File: src/rtl/lc3_regfile_wb.sv
// LC-3 architectural register file with writeback commit, write-first read bypass,
// N/Z/P condition codes and a per-register pending-write scoreboard for decode stalls.
module lc3_regfile_wb #(
    parameter int DW   = 16,
    parameter int CNTW = 2
) (
    input  logic          clk,
    input  logic          reset,
    input  logic [19:0]   I_WBctl,
    input  logic [2:0]    I_SR1,
    input  logic [2:0]    I_SR2,
    input  logic          I_SR1use,
    input  logic          I_SR2use,
    input  logic          I_issue,
    input  logic [2:0]    I_issueDR,
    output logic [DW-1:0] O_SR1data,
    output logic [DW-1:0] O_SR2data,
    output logic [2:0]    O_CC,
    output logic          O_hazard,
    output logic          O_err
);

    localparam logic [CNTW-1:0] CNT_MAX = '1;

    logic          wb_en;
    logic [2:0]    wb_reg;
    logic [DW-1:0] wb_data;

    assign wb_en   = I_WBctl[19];
    assign wb_reg  = I_WBctl[18:16];
    assign wb_data = I_WBctl[DW-1:0];

    logic [DW-1:0]   regs_q [8];
    logic [DW-1:0]   regs_d [8];
    logic [CNTW-1:0] cnt_q  [8];
    logic [CNTW-1:0] cnt_d  [8];
    logic [2:0]      cc_q, cc_d;
    logic            err_q, err_d;
    logic [7:0]      iss_vec, wb_vec;

    assign iss_vec = I_issue ? (8'b1 << I_issueDR) : 8'b0;
    assign wb_vec  = wb_en   ? (8'b1 << wb_reg)    : 8'b0;

    always_comb begin
        for (int i = 0; i < 8; i++) begin
            regs_d[i] = regs_q[i];
        end
        cc_d = cc_q;
        if (wb_en) begin
            regs_d[wb_reg] = wb_data;
            cc_d = {wb_data[DW-1], wb_data == '0, ~wb_data[DW-1] & (wb_data != '0)};
        end
    end

    // Issue and writeback to the same register cancel; protocol violations hold the count.
    always_comb begin
        err_d = err_q;
        for (int i = 0; i < 8; i++) begin
            cnt_d[i] = cnt_q[i];
            if (iss_vec[i] && !wb_vec[i]) begin
                if (cnt_q[i] == CNT_MAX) err_d = 1'b1;
                else                     cnt_d[i] = cnt_q[i] + 1'b1;
            end else if (wb_vec[i] && !iss_vec[i]) begin
                if (cnt_q[i] == '0) err_d = 1'b1;
                else                cnt_d[i] = cnt_q[i] - 1'b1;
            end
        end
    end

    always_ff @(posedge clk) begin
        if (reset) begin
            for (int i = 0; i < 8; i++) begin
                regs_q[i] <= '0;
                cnt_q[i]  <= '0;
            end
            cc_q  <= 3'b010;
            err_q <= 1'b0;
        end else begin
            for (int i = 0; i < 8; i++) begin
                regs_q[i] <= regs_d[i];
                cnt_q[i]  <= cnt_d[i];
            end
            cc_q  <= cc_d;
            err_q <= err_d;
        end
    end

    assign O_SR1data = wb_vec[I_SR1] ? wb_data : regs_q[I_SR1];
    assign O_SR2data = wb_vec[I_SR2] ? wb_data : regs_q[I_SR2];

    // A writeback landing this cycle retires one pending entry of its register.
    logic blk1, blk2;
    assign blk1 = I_SR1use && (cnt_q[I_SR1] > CNTW'(wb_vec[I_SR1]));
    assign blk2 = I_SR2use && (cnt_q[I_SR2] > CNTW'(wb_vec[I_SR2]));

    assign O_hazard = blk1 | blk2;
    assign O_CC     = cc_q;
    assign O_err    = err_q;

endmodule

File: config.mk
export PLATFORM = sky130hd
export DESIGN_NAME = lc3_regfile_wb
export DESIGN_NICKNAME = d
export VERILOG_FILES = /design/src/rtl/lc3_regfile_wb.sv
export SDC_FILE = /design/constraint.sdc
export NUM_CORES = 1
export LEC_CHECK = 0
export ABC_AREA = 1
export CORE_AREA = 2 2 155 157
export CTS_BUF_LIST = sky130_fd_sc_hd__clkbuf_8
export CTS_CLUSTER_DIAMETER = 150
export DETAILED_ROUTE_END_ITERATION = 10
export DIE_AREA = 0 0 157 159
export SLEW_MARGIN = 30
export SYNTH_ARGS = -nofsm -noshare
export SYNTH_HDL_FRONTEND = slang
export SYNTH_SLANG_ARGS = --single-unit
File: constraint.sdc
create_clock -name clk -period 3.4 [get_ports clk]
set_input_delay 0.68 -clock clk [delete_from_list [all_inputs] [get_ports clk]]
set_output_delay 0.68 -clock clk [all_outputs]
set_load 0.02 [all_outputs]
== Word-level counts from Yosys, hierarchy flattened ==
Memory sizes are Yosys's and may differ from the RTL's.
Index checks and enable logic that the tools add are counted.
Storage, ports and cells
  bits in registers: 4
  latch bits: 0
  RAM bits: 144
  bits in read-only memories: 0
  input port bits: 34
  output and inout bits: 37
  logic and storage cells: 196
  memories kept: 2
Cells by class
  add/subtract/negate cells: 16
  $mul: 0
  div/mod/pow operators: 0
  order comparisons: 6
  eq/ne operators: 8
  shift operators: 2
  mux-type cells: 95
  bitwise logic cells: 20
  reductions and logical operators: 45
Memories
  regs_q: depth 8, bits a word 16, rd ports 10, clocked after Yosys merged registers in 0, write ports 8, RTL line 33  | logic [DW-1:0] regs_q [8];
  cnt_q: depth 8, bits a word 2, rd ports 10, clocked after Yosys merged registers in 0, write ports 8, RTL line 35  | logic [CNTW-1:0] cnt_q [8];
Operators with widths (number)
  2-to-1 mux 16 bit: 11
  bitwise mux 128 bit: 1
  2-to-1 mux 128 bit: 1
  2-to-1 mux 2 bit: 40
  demux 16 bit (select 3 bit): 1
  2-to-1 mux 1 bit: 37
  logical AND 1 bit: 19
  bitwise OR 1 bit: 17
  adder 2 x 1 -> 2 bit (second input constant): 8
  equality test 2 bit (second input constant): 8
  logical NOT 1 bit: 16
  logical NOT 16 bit: 1
  logical NOT 2 bit: 8
  2-to-1 mux 8 bit: 2
  nonzero test 16 bit: 1
  left shift 1 x 3 -> 8 bit (first input constant): 2
  subtractor 2 x 1 -> 2 bit (second input constant): 8
  less-than comparator 3 x 4 -> 1 bit (second input constant): 2
  binary-select mux 1 bit (select 3 bit): 2
  greater-or-equal comparator 4 bit (second input constant): 1
  > comparator 2 x 1 -> 1 bit: 2
  less-than comparator 4 x 1 -> 1 bit (second input constant): 1
  inverter 3 -> 4 bit: 1
  bitwise AND 1 bit: 1
  inverter 1 bit: 1

== Longest topological paths before layout ==
  depth in word-level cells: 27
  depth in mapped cells: 14
  mapped depth without buffers: 14

== Least setup slack after synthesis ==
No wires, ideal clock.
  kind: input-to-output
  start: input I_SR2[0]
  end: output O_hazard
  data arrival time: 2.418 ns
  data required time: 2.720 ns
  setup slack: 0.302 ns
  cell stages on the path: 13
  buffers on the path: 3
  cell sequence: buf_2 buf_2 clkbuf_1 a21oi_1 o21ai_0 nand2_1 nor2_1 a31oi_1 ha_1 or2_2 nand3_1 nand2_1 nand2_1
Between the ends
  cells in the longest elaborated chain, start to end: 5
  elaborated cells between the ends (all ways): 6
  classes of those cells: order compare (1); mux (2); bitwise (1); reduce/logical (1); memory (1)
Ends and longest elaborated chain
  from (decl): RTL line 11  | input logic [2:0] I_SR2,
  binary-select mux 1 bit (select 3 bit): RTL line 94  | assign blk2 = I_SR2use && (cnt_q[I_SR2] > CNTW'(wb_vec[I_SR2]));
  2-to-1 mux 1 bit (not written as such): RTL line 94
  > comparator 2 x 1 -> 1 bit *: RTL line 94
  logical AND 1 bit *: RTL line 94
  bitwise OR 1 bit *: RTL line 96  | assign O_hazard = blk1 | blk2;
  to (decl): RTL line 19  | output logic O_hazard,
Every way passes the cells marked *; elsewhere a longest branch is shown, timed or not. The select of a mux whose other input is x is not followed.

== Final worst setup path ==
  start: input I_SR1[2]
  end: output O_SR1data[4]
Between the ends
  cells in the longest elaborated chain, start to end: 3
  elaborated cells between the ends (all ways): 4
  classes of those cells: mux (3); memory (1)
Ends and longest elaborated chain
  from (decl): RTL line 10  | input logic [2:0] I_SR1,
  binary-select mux 1 bit (select 3 bit): RTL line 88  | assign O_SR1data = wb_vec[I_SR1] ? wb_data : regs_q[I_SR1];
  2-to-1 mux 1 bit (not written as such): RTL line 88
  2-to-1 mux 16 bit *: RTL line 88
  to (decl): RTL line 16  | output logic [DW-1:0] O_SR1data,
Marks and branches as above.

==> results.sh <==
export IMPL_fmax_mhz=301
export IMPL_maxSlewHeadroom_pct=58.0
export IMPL_syn2layout_area_growth_pct=17.9
export IMPL_clock_sinks=148
export IMPL_clkTransAtPathRegs_ns=0.09
export IMPL_layout_drive_gt1_share_pct=9.15
export IMPL_startpoint_type="primary input"
export IMPL_rsz0062_at_grt="false"
export IMPL_r2r_start="cnt_q[4][0]$_SDFFE_PP0P_"
export IMPL_globalRouteOverflowTotal=0
export IMPL_num_fill_cells=2483
export IMPL_io_buffers=70
export IMPL_r2r_setup_slack_ns=2.15
export IMPL_cts_htree_levels=4
export IMPL_insertion_delay_ns=0.46
export IMPL_ir_drop_mv=0.200
export IMPL_initial_utilization_pct=39.5
export IMPL_ios=71
export IMPL_gr_usage_all_layers_pct=26.7
export IMPL_cp_required_ns=2.72
export IMPL_drv_slew=0
export IMPL_root_buffer="clkbuf_8"
export IMPL_ys_ff_latch=148
export IMPL_die_h_microns=159
export IMPL_hold_depth=2
export IMPL_maxCapViolations=0
export IMPL_end_kind="output port"
export IMPL_synth_edf_count=0
export IMPL_synth_nets=1574
export IMPL_finalSetupViolations=0
export IMPL_final_cells=1915
export IMPL_cts_tree="done"
export IMPL_num_rows=56
export IMPL_dieArea_sq_um=25000
export IMPL_die_w_microns=157
export IMPL_worst_path_max_fanout=15
export IMPL_synth_area_sq_um=9160
export IMPL_whs_endpoint="O_CC[0]$_SDFFE_PP0P_"
export IMPL_synthArstFlopShare_pct=0
export IMPL_dpl_cell_count=1883
export IMPL_nNetsFinal=1635
export IMPL_antenna_found_initial=0
export IMPL_num_antenna_cells=0
export IMPL_min_delay_start="O_CC[0]$_SDFFE_PP0P_"
export IMPL_drtIter0Drc=1102
export IMPL_cts_made_buffers=17
export IMPL_leakage_nw=5.03
export IMPL_worst_pin_slew_ns=0.628
export IMPL_r2r_cells=9
export IMPL_wl_per_cell_microns=17.5
export IMPL_holdCritPathClass="register to register"
export IMPL_ys_seq_area_share_pct=32.3
export IMPL_num_vias=10200
export IMPL_syn_avg_cell_area_sq_um=6.02
export IMPL_drtPass1Iterations=5
export IMPL_post_route_util_pct=46.6
export IMPL_fin_crit_ns=3.32
export IMPL_post_synth_num_cell_types=28
export IMPL_dpl_hpwl_microns=22700
export IMPL_status="finished clean"
export IMPL_drt_vias_per_instance=5.33
export IMPL_core_sq_um=23200
export IMPL_grt_pass1_vias=9326
export IMPL_rr_endpoint="O_err$_SDFF_PP0_"
export IMPL_routed_wl_microns=33500
export IMPL_ys_dominant_reg_cell="dfxtp_1"
export IMPL_ant_nets=0
export IMPL_netlist_instances=1522
export IMPL_grt_pass1_wl_microns=52100
export IMPL_grt_max_degree=69
export IMPL_crit_type="primary input to output port"
export IMPL_pwr_density_cell_nw_per_um2=390
export IMPL_ctsHoldBuffers=0
export IMPL_finalHoldViolCount=0
export IMPL_place_congestion=0.931
export IMPL_clk_path_buf_depth=2
export IMPL_yosys_warnings=0
export IMPL_fin_crit_sh_pct=97.8
export IMPL_worst_clock_skew_ns=0.0116
export IMPL_critical_path_arrival_ns=2.64
export IMPL_drc=0
[what timing repair did]
item,CTS,global route
gates resized for setup,54,13
pin swaps,0,1
setup buffers,0,0
setup endpoints to repair,33,5
gates cloned,0,0
[sequential cells by signal, summed over array words and instances (netlist names)]
| register | flops |
|---|---|
| cnt_q | 16 |
| O_CC | 3 |
| regs_q | 128 |
| O_err | 1 |
[worst max-delay path, cell delays in order]
cell and delay (ns):
clkdlybuf4s50_1 0.47, inv_1 0.24, buf_6 0.27, nand2_1 0.08, nand2_1 0.10, nand3_1 0.08, nand2_1 0.10, clkdlybuf4s50_1 0.62
[power by group]
part / internal [mW] / total [mW] / switching (mW)
clock: 0.701 / 1.45 / 0.750
combinational: 0.325 / 0.936 / 0.611
sequential: 1.79 / 1.82 / 0.0309
[synth_stat cells, drive strengths merged, types with 6 or more instances]
master / instances / area [sq um]
buf: 63 / 295
dfxtp: 148 / 2960
ha: 18 / 225
nand2: 434 / 1640
nand3: 169 / 866
clkbuf: 39 / 146
o21ai: 229 / 1150
a21oi: 157 / 786
inv: 153 / 574
nand3b: 6 / 45.0
nor2: 75 / 307
clkinv: 16 / 60.1
[layout by cell type (no fill, tap or decap), types with 4 or more instances in the layout]
cell type	Yosys	final
a21oi_1	157	157
buf_4	0	64
buf_6	2	8
clkbuf_2	0	4
clkbuf_8	0	19
clkdlybuf4s50_1	0	33
clkinv_1	16	16
dfxtp_1	148	148
dlygate4sd2_1	0	30
ha_1	18	18
inv_1	144	141
inv_2	9	13
inv_6	0	4
nand2_1	430	429
nand2_2	3	4
nand3_1	165	165
nand3_2	4	4
nand3b_1	6	6
nand4_1	4	4
nor2_1	69	66
nor2_2	4	5
nor2_4	2	4
o21ai_0	187	187
o21ai_1	42	42
[through the flow]
stage	hold WS, ns	instance area [sq um]	TNS (ns)	power [mW]	worst slack (ns)
floorplan	0.467	9160	0	2.42	0.302
global placement	0.465	10400	-10.01	2.80	-0.679
detailed placement	0.459	10400	-10.40	2.80	-0.667
CTS	0.480	10800	0	4.22	0.0280
global route	0.527	10800	0	4.40	0.00298
finish	0.479	10800	0	4.21	0.0755
[per-layer routing]
metal / wire [microns] / global-route usage (%) / vias to the layer above
li1: - / - / 5060
met1: 15800 / 38.5 / 4678
met2: 14300 / 40.0 / 424
met3: 2750 / 5.66 / 45
met4: 626 / 7.21 / 0
met5: 0 / 0 / -
[cell families (layout without fill, tap and decap cells)]
family / after synthesis / after routing / synth area share [%]
fa+ha+maj: 18 / 18 / 2.46
buf+inv: 271 / 345 / 11.7
compound gates: 394 / 394 / 21.7
simple gates: 691 / 691 / 31.7
flops: 148 / 148 / 32.3
[how the worst max path moves through the flow]
stage | cells after the start | slack [ns] | end | startpoint
CTS | 11 | 0.03 | O_SR1data[4] | I_WBctl[18]
detailed placement | 13 | -0.67 | O_hazard | I_WBctl[19]
finish | 8 | 0.08 | O_SR1data[4] | I_SR1[2]
floorplan | 13 | 0.30 | O_hazard | I_SR2[0]
global placement | 13 | -0.68 | O_hazard | I_WBctl[19]
global route | 8 | 0.003 | O_SR1data[4] | I_SR1[2]
[cell type report]
type | instances | area, sq um | area share [%]
inverter | 169 | 634 | 5.88
timing repair buffer | 144 | 1250 | 11.6
tap | 319 | 399 | 3.70
multi-input combinational | 1103 | 5140 | 47.6
clock inverter | 13 | 148 | 1.37
sequential | 148 | 2960 | 27.4
clock buffer | 19 | 262 | 2.42
(Power assumes the default switching activity.)
